[src/rtl/alu_cmd_sequencer.sv]
`timescale 1ns/1ps
// alu_cmd_sequencer: takes one {op, A, B} command from the host, replays it onto the serial ALU bus
// and returns the captured result. WAIT-state timeout abort is compiled in with ALU_SEQ_TIMEOUT_EN.
module alu_cmd_sequencer #(
   parameter int WIDTH          = 8,
   parameter int TIMEOUT_CYCLES = 64
) (
   input  logic             clk,
   input  logic             reset,
   input  logic             cmd_valid,
   output logic             cmd_ready,
   input  logic [1:0]       cmd_op,
   input  logic [WIDTH-1:0] cmd_a,
   input  logic [WIDTH-1:0] cmd_b,
   output logic             alu_begin,
   output logic [1:0]       alu_op_code,
   output logic [WIDTH-1:0] alu_inbus,
   input  logic [WIDTH-1:0] alu_outbus,
   input  logic             alu_end,
   output logic             res_valid,
   input  logic             res_ready,
   output logic [WIDTH-1:0] res_data,
   output logic             res_err
);

   // state    | meaning
   // S_IDLE   | cmd_ready high, waiting for a command
   // S_LOAD_A | alu_begin high, A on inbus
   // S_LOAD_B | alu_begin still high, B on inbus
   // S_WAIT   | B held on inbus, waiting for alu_end (or timeout)
   // S_RESP   | result held until the host takes it
   typedef enum logic [2:0] {
      S_IDLE   = 3'd0,
      S_LOAD_A = 3'd1,
      S_LOAD_B = 3'd2,
      S_WAIT   = 3'd3,
      S_RESP   = 3'd4
   } state_t;

   state_t           state, state_nxt;
   logic [WIDTH-1:0] b_q, b_nxt;
   logic             ready_nxt, begin_nxt, valid_nxt;
   logic [1:0]       op_nxt;
   logic [WIDTH-1:0] inbus_nxt, data_nxt;

`ifdef ALU_SEQ_TIMEOUT_EN
   localparam int CNT_W = $clog2(TIMEOUT_CYCLES + 1);
   logic [CNT_W-1:0] wait_cnt, cnt_nxt;
   logic             err_q, err_nxt;
   assign res_err = err_q;
`else
   assign res_err = 1'b0;
`endif

   always_comb begin
      state_nxt = state;
      b_nxt     = b_q;
      ready_nxt = cmd_ready;
      begin_nxt = alu_begin;
      op_nxt    = alu_op_code;
      inbus_nxt = alu_inbus;
      valid_nxt = res_valid;
      data_nxt  = res_data;
`ifdef ALU_SEQ_TIMEOUT_EN
      cnt_nxt   = wait_cnt;
      err_nxt   = err_q;
`endif
      unique case (state)
         S_IDLE: begin
            // inbus carries A while the FSM sits in LOAD_A, so it is loaded on the accept edge
            if (cmd_valid && cmd_ready) begin
               state_nxt = S_LOAD_A;
               ready_nxt = 1'b0;
               begin_nxt = 1'b1;
               op_nxt    = cmd_op;
               inbus_nxt = cmd_a;
               b_nxt     = cmd_b;
            end
         end
         S_LOAD_A: begin
            state_nxt = S_LOAD_B;
            inbus_nxt = b_q;
         end
         S_LOAD_B: begin
            state_nxt = S_WAIT;
            begin_nxt = 1'b0;
`ifdef ALU_SEQ_TIMEOUT_EN
            cnt_nxt   = '0;
`endif
         end
         S_WAIT: begin
            if (alu_end) begin
               state_nxt = S_RESP;
               valid_nxt = 1'b1;
               data_nxt  = alu_outbus;
            end
`ifdef ALU_SEQ_TIMEOUT_EN
            else if (wait_cnt == CNT_W'(TIMEOUT_CYCLES - 1)) begin
               state_nxt = S_RESP;
               valid_nxt = 1'b1;
               data_nxt  = '0;
               err_nxt   = 1'b1;
            end else begin
               cnt_nxt = wait_cnt + 1'b1;
            end
`endif
         end
         S_RESP: begin
            if (res_ready) begin
               state_nxt = S_IDLE;
               valid_nxt = 1'b0;
               ready_nxt = 1'b1;
`ifdef ALU_SEQ_TIMEOUT_EN
               err_nxt   = 1'b0;
`endif
            end
         end
         default: state_nxt = S_IDLE;
      endcase
   end

   always_ff @(posedge clk or negedge reset) begin
      if (!reset) begin
         state       <= S_IDLE;
         b_q         <= '0;
         cmd_ready   <= 1'b1;
         alu_begin   <= 1'b0;
         alu_op_code <= '0;
         alu_inbus   <= '0;
         res_valid   <= 1'b0;
         res_data    <= '0;
`ifdef ALU_SEQ_TIMEOUT_EN
         wait_cnt    <= '0;
         err_q       <= 1'b0;
`endif
      end else begin
         state       <= state_nxt;
         b_q         <= b_nxt;
         cmd_ready   <= ready_nxt;
         alu_begin   <= begin_nxt;
         alu_op_code <= op_nxt;
         alu_inbus   <= inbus_nxt;
         res_valid   <= valid_nxt;
         res_data    <= data_nxt;
`ifdef ALU_SEQ_TIMEOUT_EN
         wait_cnt    <= cnt_nxt;
         err_q       <= err_nxt;
`endif
      end
   end

endmodule

[config.mk]
export PLATFORM = sky130hd
export DESIGN_NAME = alu_cmd_sequencer
export DESIGN_NICKNAME = d
export VERILOG_FILES = /design/src/rtl/alu_cmd_sequencer.sv
export SDC_FILE = /design/constraint.sdc
export NUM_CORES = 1
export LEC_CHECK = 0
export ABC_AREA = 1
export BUFFER_PORTS_ARGS = -buffer_cell sky130_fd_sc_hd__buf_2
export CAP_MARGIN = 20
export CORE_MARGIN = 5
export CORE_UTILIZATION = 43
export CTS_CLUSTER_DIAMETER = 40
export DETAILED_ROUTE_END_ITERATION = 10
export HOLD_SLACK_MARGIN = 0.15
export PLACE_DENSITY = 0.81
export SETUP_SLACK_MARGIN = 0.4
export SLEW_MARGIN = 5
export SYNTH_ARGS = -nofsm -noshare
export SYNTH_HDL_FRONTEND = slang
export SYNTH_SLANG_ARGS = --single-unit
[constraint.sdc]
create_clock -name clk -period 1.2 [get_ports clk]
set_input_delay 0.24 -clock clk [delete_from_list [all_inputs] [get_ports clk]]
set_output_delay 0.24 -clock clk [all_outputs]
set_load 0.005 [all_outputs]
==> results.md, run 1 <==
- CP Class: reg -> reg
- Area of the mapped netlist: 1438 µm²
- FMAX: 0.7478 GHz
- Endpoints failing setup: 27
- Max incr delay on CP: 560 ps
- Failing checks: hold timing, setup timing
- Core Region: 3284 µm²
- Max_cap viols: 0
- Initial antenna violation count: 0
- Crit. End Element: flop
- Starting Density: 0.4377
- Die Span Y: 67.82 µm
- Startpoint type of the worst setup path: flop
- Worst path arrival time: 1580 ps
- Rows: 21
- Netlist cell types: 19
- Via count: 1458
- Req. time, crit path: 1440 ps
- Gpl congestion: 0.7123
- Grt total ovfl: 0
- Clock Tree Buf Depth: 2
- Lkg Pwr: 0.001309 µW
- Crit share post-route: 1.114
- Number of synthesized flops with an enable pin: 0
- Clock Latency Late Sink: 320 ps
- Met1 usage: 0.2059
- First-pass GRT wire length: 6.175 mm
- Ys async rst share: 1.000
- Crit-path slowest cell: dfstp_2
- Port Buffer Count: 51
- Residual DRC: 0
- Final net count: 296
- Crit path buffers/inverters: 3
- GR Util met3: 0.05419
- Max H-tree Level: 2
- Fillers: 234
- Placed Area: 1833 µm²
- # diodes: 0
- Post-DP HPWL: 2.316 mm
- CTS buffer count: 5
- Die area: 4600 µm²
- Post-route minimum period: 1337 ps
- Most crowded layer after global routing: met2
- Synth area leaders: dfrtp_1 (54%), nand2_1 (15%), nand3_1 (4.2%)
- Syn nets: 195
- Share of cells above drive strength 1: 0.5263
- Cells along the critical path: nand2_1 -> inv_2 -> buf_4 -> nand3_4 -> buf_6 -> a21oi_1
- Hold slack final: -194.4 ps
- Number of I/O pins: 53
- Maximum VDD drop: 0.001194 V
- Post-route cell area: 2447 µm²
- Pwr dens: 2375 nW/µm²
- GRT Overall Usage: 0.1790
- Synth warnings: 0
- CTS root buf: clkbuf_4
- Post-synth top cells: nand2_1 (59), dfrtp_1 (31), inv_1 (14)
- Family with the most delay on the worst path: flip-flops
- #FFs+latches synth: 32
- Hold Path Class: in -> async
- Most common cell in the netlist: nand2_1
- Yosys top cell area share: 0.5396
- Number of global-route vias before repair: 1401
- Post-route antenna net violation count: 0
- CTS hold repair buffers: 9
- Max FO, Critical Path: 6
- M2 GR Usage: 0.3232
- CTS Sinks: 32
- Main synth FF type: dfrtp_1
- Run status: finished with violations
- Synth Area per Inst: 8.766 µm²
- Hold Violations, Final: 13
- Vias per cell: 4.673
- Layout area overhead: 70.24%
- Drt pass-1 iters: 5
- Pin count of the biggest net entering global routing: 17
- Leading area contributor after synthesis: dfrtp_1
- Routed length per instance: 13.50 µm
- Final max-slew violation count: 0
- CTS tree: yes
- Clk pin slew, worst setup/hold paths: 100 ps
- Total Power: 5812 µW
- Die Span X: 67.82 µm
- Detailed Route WL: 4.212 mm
- Initial DRC Count: 66
- Seq/Total Area, Yosys: 0.5579
- Skew final: 5.341 ps
- Synth Instances: 164
- Final WS setup: -137.2 ps
- RSZ-0062 raised after global routing: yes
==> state kept, by name, indices dropped and copies added, names as in the netlist <==
name and cells:
alu_begin 1, alu_inbus 8, alu_op_code 2, b_q 8, cmd_ready 1, res_data 8, res_valid 1, state 3
==> kinds of logic after synthesis <==
family	Yosys count	synth area share
and+or+nand+nor	90	0.2933
DFF	32	0.5579
buffers and inverters	22	0.08006
AOI/OAI and AO/OA	19	0.06614
other	1	0.002608
==> cell usage in the layout (no fill, tap or decap), types with 6 or more instances in the layout <==
| cell | n |
|---|---|
| o21ai_1 | 10 |
| dfrtp_1 | 29 |
| nand3_1 | 9 |
| nand2_1 | 48 |
| dlygate4sd3_1 | 9 |
| inv_1 | 13 |
| buf_2 | 50 |
| nor2_4 | 6 |
| buf_4 | 19 |
| nand2_2 | 10 |
| buf_6 | 13 |
==> routing by layer <==
layer	share of wire	vias up
met1	0.38	684
met2	0.54	56
met4	0	0
li1	-	718
met3	0.079	0
met5	0	-
==> power by group <==
group	leakage (µW)	internal [µW]	switching, µW
sequential	0.000381	1590	266
combinational	0.000885	1570	1580
clock	0.0000422	437	371
total	0.00131	3590	2220
==> through the flow <==
stage,std cells,util,setup slack (ps),setup TNS (ps)
finish,312,0.7451,-137.2,-887.2
global route,312,0.7451,-202.0,-2721
global placement,267,0.5581,-1.091,-1.091
floorplan,164,-,72.98,0
CTS,303,0.7082,-105.3,-815.5
detailed placement,267,0.5581,-19.08,-89.41
==> worst reg2reg max path: stages, from the launching register on <==
cell and delay (ps):
dfstp_2 560, nand2_1 70, inv_2 80, buf_4 120
nand3_4 90, buf_6 150, a21oi_1 190
==> final timing paths <==
check | slack, ps | startpoint | cells after the start | end
worst max-delay path | -140 | cmd_ready | 6 | b_q[6]
max in group asynchronous | 930 | reset | 2 | b_q[5]
worst min register to register | 480 | res_valid | 2 | res_valid
worst max register to register | -140 | cmd_ready | 6 | b_q[6]
worst min-delay path | -190 | reset | 1 | alu_inbus[3]
min in group clk | 160 | cmd_b[3] | 3 | b_q[3]
==> layout make-up <==
cell class                 count  area (µm²)  share of cell area
multi-input combinational    115       740.7              0.3027
clock buffer                   6       41.29             0.01687
timing repair buffer          94       696.9              0.2848
inverter                      17       71.32             0.02914
sequential                    32       804.5              0.3287
clock inverter                 2       35.03             0.01431
tap                           46       57.56             0.02352
==> what timing repair did <==
item                       CTS  global route
setup buffers               13             8
pin swaps                    8             4
resized for setup           38            14
setup endpoints to repair   53            53
hold endpoints to repair    41            14
cloned                       6             1
Power figures use the tool's default switching activity.
==> inputs of run 2 (changes only) <==
--- a/config.mk
+++ b/config.mk
@@ -8,6 +8,7 @@
 export ABC_AREA = 1
 export BUFFER_PORTS_ARGS = -buffer_cell sky130_fd_sc_hd__buf_2
 export CAP_MARGIN = 20
+export CORE_ASPECT_RATIO = 1.5
 export CORE_MARGIN = 5
 export CORE_UTILIZATION = 43
 export CTS_CLUSTER_DIAMETER = 40
==> results.md, run 2 (synthesized netlist as in run 1, its figures left out) <==
- Pwr dens: 2551 nW/µm² (+7.4%)
- Endpoints failing setup: 2 (-93%)
- CTS buffer count: 5 (unchanged)
- Run status: finished with violations
- Lkg Pwr: 0.001246 µW (-4.8%)
- Worst path arrival time: 1390 ps (-190 ps)
- Post-route minimum period: 1214 ps (-123.7 ps)
- Starting Density: 0.4506 (+0.01287)
- Detailed Route WL: 3.749 mm (-11%)
- Routed length per instance: 12.97 µm (-3.9%)
- Max_cap viols: 0 (unchanged)
- Via count: 1345 (-7.8%)
- Failing checks: setup timing
- # diodes: 0 (unchanged)
- Maximum VDD drop: 0.001529 V (+28%)
- Drt pass-1 iters: 5 (unchanged)
- Crit-path slowest cell: dfstp_2
- Number of global-route vias before repair: 1291 (-7.9%)
- Crit share post-route: 1.011 (-0.1031)
- Core Region: 3191 µm² (-2.9%)
- Gpl congestion: 0.7658 (+7.5%)
- Port Buffer Count: 51 (unchanged)
- Pre-CTS WS: -10.57 ps (+8.508 ps)
- Share of cells above drive strength 1: 0.5622 (+0.03593)
- Startpoint type of the worst setup path: flop
- FMAX: 0.8240 GHz (+10%)
- Reg2reg path depth: 6 (unchanged)
- Max H-tree Level: 2 (unchanged)
- Die area: 4623 µm² (+0.52%)
- GRT Overall Usage: 0.1687 (-0.01030)
- Grt total ovfl: 0 (unchanged)
- RSZ-0062 raised after global routing: yes
- Final net count: 279 (-5.7%)
- Cells along the critical path: nand2_2 -> inv_2 -> nand3_4 -> buf_12 -> nor2_1 -> a21oi_2
- Total Power: 5848 µW (+0.61%)
- CTS tree: yes
- Post-DP HPWL: 2.386 mm (+3.0%)
- Hold slack final: 177.8 ps (+372.3 ps)
- Hold Path End: res_data[0]
- Die Span X: 57.21 µm (-16%)
- CTS root buf: clkbuf_8
- R2r endpoint: b_q[1]
- Top Registers: alu_inbus (8), b_q (8), res_data (8)
- Max incr delay on CP: 550 ps (about the same)
- Pin count of the biggest net entering global routing: 20 (+3)
- Skew final: 10.36 ps (+5.020 ps)
- Initial antenna violation count: 0 (unchanged)
- Vias per cell: 4.654 (-0.41%)
- Hold path depth: 3
- Initial DRC Count: 19 (-71%)
- Final WS setup: -13.54 ps (+123.7 ps)
- Fillers: 248 (+6.0%)
- Hold Violations, Final: 0 (-13)
- R2R setup slack: -10 ps (+120 ps)
- Rows: 25 (+19%)
- Clk pin slew, worst setup/hold paths: 70 ps (-30 ps)
- Hold Path Class: in -> reg
- Most common cell after layout, fill and taps aside: buf_2
- Clock Tree Buf Depth: 2 (unchanged)
- Layout area overhead: 59.44%
- Final max-slew violation count: 0 (unchanged)
- Post-route antenna net violation count: 0 (unchanged)
- Most frequent cells in the layout: buf_2 (51), nand2_1 (41), dfrtp_1 (29)
- CP Class: reg -> reg
- First-pass GRT wire length: 5.899 mm (-4.5%)
- Max FO, Critical Path: 19 (+13)
- Residual DRC: 0 (unchanged)
- Hold Startpoint: alu_outbus[0]
- Number of I/O pins: 53 (unchanged)
- CTS Sinks: 32 (unchanged)
- Worst R2R Start: cmd_ready
- Crit. End Element: flop
- Clock Latency Late Sink: 290 ps (-30 ps)
- Die Span Y: 80.82 µm (+19%)
- Req. time, crit path: 1380 ps (-60 ps)
run 2: worst max-delay path, delay by kind of cell, from the launching register on:
family | cells | cell delay (ps)
AOI/OAI and AO/OA | 1 | 40
buffers and inverters | 2 | 250
DFF | 1 | 550
and+or+nand+nor | 3 | 280
run 2: how the worst max path moves through the flow:
stage              start            to  cells after the start
2_1_floorplan  cmd_ready  alu_inbus[0]                      7
3_3_place_gp   cmd_ready        b_q[1]                      6
3_5_place_dp    state[0]  alu_inbus[3]                      6
4_1_cts        cmd_ready        b_q[1]                      6
5_1_grt         state[2]  alu_inbus[0]                      5
6_report       cmd_ready        b_q[1]                      6
run 2: metrics by stage:
step	instance area [µm²]	util	std cells	setup TNS, ps
after detailed placement	1795	0.5627	257	-26.22
after CTS	2182	0.6839	283	-64.03
after floorplan	1468	-	164	0
after global routing	2292	0.7184	289	-1030
final	2292	0.7184	289	-21.83
after global placement	1795	0.5627	257	0
run 2: power breakdown:
part           internal, µW  switching, µW
Sequential             1590            284
Combinational          1390           1450
Clock                   733            407
run 2: cell type report:
cell class	instances	area, µm²	area share
Inverter	17	71.32	0.03111
Clock inverter	1	30.03	0.01310
Timing Repair Buffer	79	524.3	0.2287
Multi-Input combinational cell	113	715.7	0.3122
Tap cell	40	50.05	0.02183
Clock buffer	7	96.34	0.04203
Sequential cell	32	804.5	0.3510
run 2: timing repair:
item,CTS,global route
hold endpoints to repair,32,0
endpoints found under the setup margin,53,58
gates resized for setup,25,21
hold buffers,1,0
cloned,3,0
buffers inserted,14,6
pin swaps,16,5
run 2: layer usage:
layer / up-vias / global-route usage / share of wire
li1: 681 / - / -
met2: 40 / 0.3066 / 0.55
met3: 7 / 0.05564 / 0.065
met1: 617 / 0.1824 / 0.37
met4: 0 / 0.05568 / 0.014
met5: - / 0 / 0
==> inputs of run 3 (changes only) <==
--- a/config.mk
+++ b/config.mk
@@ -10,11 +10,11 @@
 export CAP_MARGIN = 20
 export CORE_ASPECT_RATIO = 1.5
 export CORE_MARGIN = 5
-export CORE_UTILIZATION = 43
+export CORE_UTILIZATION = 40
 export CTS_CLUSTER_DIAMETER = 40
 export DETAILED_ROUTE_END_ITERATION = 10
 export HOLD_SLACK_MARGIN = 0.15
-export PLACE_DENSITY = 0.81
+export PLACE_DENSITY = 0.77
 export SETUP_SLACK_MARGIN = 0.4
 export SLEW_MARGIN = 5
 export SYNTH_ARGS = -nofsm -noshare
==> results.md, run 3 (synthesized netlist as in run 1, its figures left out) <==
- Crit-path slowest cell: dfstp_2
- FMAX: 0.8260 GHz (+0.24%)
- Reg2reg path depth: 6 (unchanged)
- Residual DRC: 0 (unchanged)
- Hold slack final: -126.4 ps (-304.2 ps)
- Cells along the critical path: nand2_2 -> inv_2 -> nand3_4 -> buf_4 -> nor2_1 -> a21oi_1
- GRT Overall Usage: 0.1637 (-0.004950)
- Pwr dens: 2437 nW/µm² (-4.5%)
- R2R setup slack: -10 ps (about the same)
- Pin count of the biggest net entering global routing: 19 (-5.0%)
- Final WS setup: -10.59 ps (+2.948 ps)
- Rows: 26 (+4.0%)
- CTS buffer count: 5 (unchanged)
- Setup TNS: -39.45 ps (-17.62 ps)
- Core Region: 3448 µm² (+8.1%)
- Vias per cell: 4.546 (-2.3%)
- CTS Sinks: 32 (unchanged)
- Die Span X: 58.95 µm (+3.0%)
- Lkg Pwr: 0.001236 µW (-0.75%)
- Initial antenna violation count: 0 (unchanged)
- RSZ-0062 raised after global routing: yes
- Gpl congestion: 0.7896 (+3.1%)
- Starting Density: 0.4169 (-0.03368)
- Net switching power: 1989 µW (-6.9%)
- Worst R2R Start: cmd_ready
- Most common cell after layout, fill and taps aside: buf_2
- Port Buffer Count: 51 (unchanged)
- Grt total ovfl: 0 (unchanged)
- Skew final: 4.419 ps (-5.942 ps)
- Family with the most delay on the worst path: flip-flops
- Routed length per instance: 12.56 µm (-3.2%)
- Failing checks: hold timing, setup timing
- Final net count: 283 (+1.4%)
- Crit path buffers/inverters: 2 (unchanged)
- First-pass GRT wire length: 6.182 mm (+4.8%)
- R2r endpoint: b_q[4]
- Drt pass-1 iters: 4 (-1)
- Final non-filler cell total: 295 (+2.1%)
- Number of I/O pins: 53 (unchanged)
- Most frequent cells in the layout: buf_2 (51), nand2_1 (46), dfrtp_1 (29)
- Fillers: 302 (+22%)
- Run status: finished with violations
- Clk pin slew, worst setup/hold paths: 60 ps (about the same)
- Clock share of power: 0.153 (-0.042)
- Post-DP HPWL: 2.421 mm (+1.5%)
- Die area: 4918 µm² (+6.4%)
- Hold Path Class: in -> async
- CP Class: reg -> reg
- Share of cells above drive strength 1: 0.5494 (-0.01284)
- Clock Tree Buf Depth: 2 (unchanged)
- Worst path arrival time: 1380 ps (about the same)
- Worst Setup EP: b_q[4]
- Post-route antenna net violation count: 0 (unchanged)
- Placed cells: 261 (+1.6%)
- Detailed Route WL: 3.704 mm (-1.2%)
- Startpoint type of the worst setup path: flop
- CTS root buf: clkbuf_8
- Internal power: 3468 µW (-6.6%)
- Hold Violations, Final: 15 (+15)
- Crit share post-route: 1.009 (-0.002457)
- Max incr delay on CP: 570 ps (+20 ps)
- Initial DRC Count: 17 (-2)
- Max FO, Critical Path: 4 (-15)
- Number of global-route vias before repair: 1472 (+14%)
- Switching share of power: 0.3645 (-0.0008211)
- Top Registers: alu_inbus (8), b_q (8), res_data (8)
- Post-route minimum period: 1211 ps (-2.948 ps)
- Crit path from: cmd_ready
- Endpoints failing setup: 7 (+5)
- Req. time, crit path: 1370 ps (about the same)
- Via count: 1341 (-0.30%)
- Max_cap viols: 0 (unchanged)
- Maximum VDD drop: 0.001629 V (+6.6%)
- Sequential share of power: 0.342 (+0.021)
- Max H-tree Level: 2 (unchanged)
- Combinational share of power: 0.505 (+0.021)
- Crit. End Element: flop
- Final max-slew violation count: 0 (unchanged)
- Clock Latency Late Sink: 280 ps (about the same)
- CP Depth: 6 (unchanged)
- Layout area overhead: 55.79%
- # diodes: 0 (unchanged)
- Die Span Y: 83.43 µm (+3.2%)
- CTS tree: yes
run 3: changes by cell type in the layout (fill, tap and decap cells not counted), moves of 2 or more:
cell and delta:
buf_6 +2, nand3_1 +4, buf_4 +7, nand3_2 -5
nand2_1 +5, clkbuf_1 +2, nand2_4 -2, nand2_2 -3
nor2_1 -4, nor2_4 +3
run 3: worst reg2reg max path, cell delays in order (launching register included):
cell and delay, ps:
dfstp_2 570, nand2_2 70, inv_2 60, nand3_4 100
buf_4 170, nor2_1 100, a21oi_1 50
run 3: per-stage QoR:
| step | area (µm²) | worst slack [ps] | hold slack, ps | power [µW] | util |
|---|---|---|---|---|---|
| 6_report | 2240 | -10.59 | -126.4 | 5457 | 0.6495 |
| 5_1_grt | 2240 | -100.0 | -101.9 | 5901 | 0.6495 |
| 4_1_cts | 2166 | -9.414 | -121.3 | 5227 | 0.6281 |
| 3_5_place_dp | 1813 | -34.71 | 184.1 | 3800 | 0.5258 |
| 3_3_place_gp | 1813 | 3.050 | 179.9 | 3734 | 0.5258 |
| 2_1_floorplan | 1468 | 72.98 | -55.59 | 3061 | - |
run 3: layout make-up:
| cell class | instances | area, µm² | share of cell area |
|---|---|---|---|
| flip-flops and latches | 32 | 804.5 | 0.3592 |
| multi-input cells | 111 | 671.9 | 0.3000 |
| well taps | 42 | 52.55 | 0.02346 |
| inverters | 17 | 66.31 | 0.02961 |
| repair buffers | 85 | 554.3 | 0.2475 |
| clock buffers | 8 | 90.09 | 0.04022 |
run 3: metal layers:
metal,wire length [µm],up-vias,global-route usage,part of all wire
li1,-,684,-,-
met1,1337,608,0.1729,0.36
met2,2014,44,0.2827,0.54
met3,284,5,0.06366,0.077
met4,66,0,0.06186,0.018
met5,0,-,0,0
run 3: power by group through the flow:
stage                     Sequential [µW]  Combinational (µW)  Clock [µW]
after floorplan                      1890                1170           0
after global placement               1870                1870           0
after detailed placement             1880                1920           0
after CTS                            1850                2530         853
after global routing                 1920                3080         907
final                                1860                2760         835
run 3: what timing repair did:
item                                    4_1_cts  5_1_grt
hold endpoints to repair                     15       15
endpoints found under the setup margin       53       53
gates cloned                                  1        0
gates resized for setup                      33        5
buffers inserted                             17        8
pin swaps                                     5        1
run 3: worst min-delay path by stage:
stage	cells after the start	from	slack (ps)	endpoint
global placement	1	reset	180	res_data[5]
detailed placement	1	reset	180	res_data[5]
global route	1	reset	-100	res_data[6]
CTS	1	reset	-120	res_data[5]
finish	1	reset	-130	res_data[5]
floorplan	0	reset	-60	alu_begin
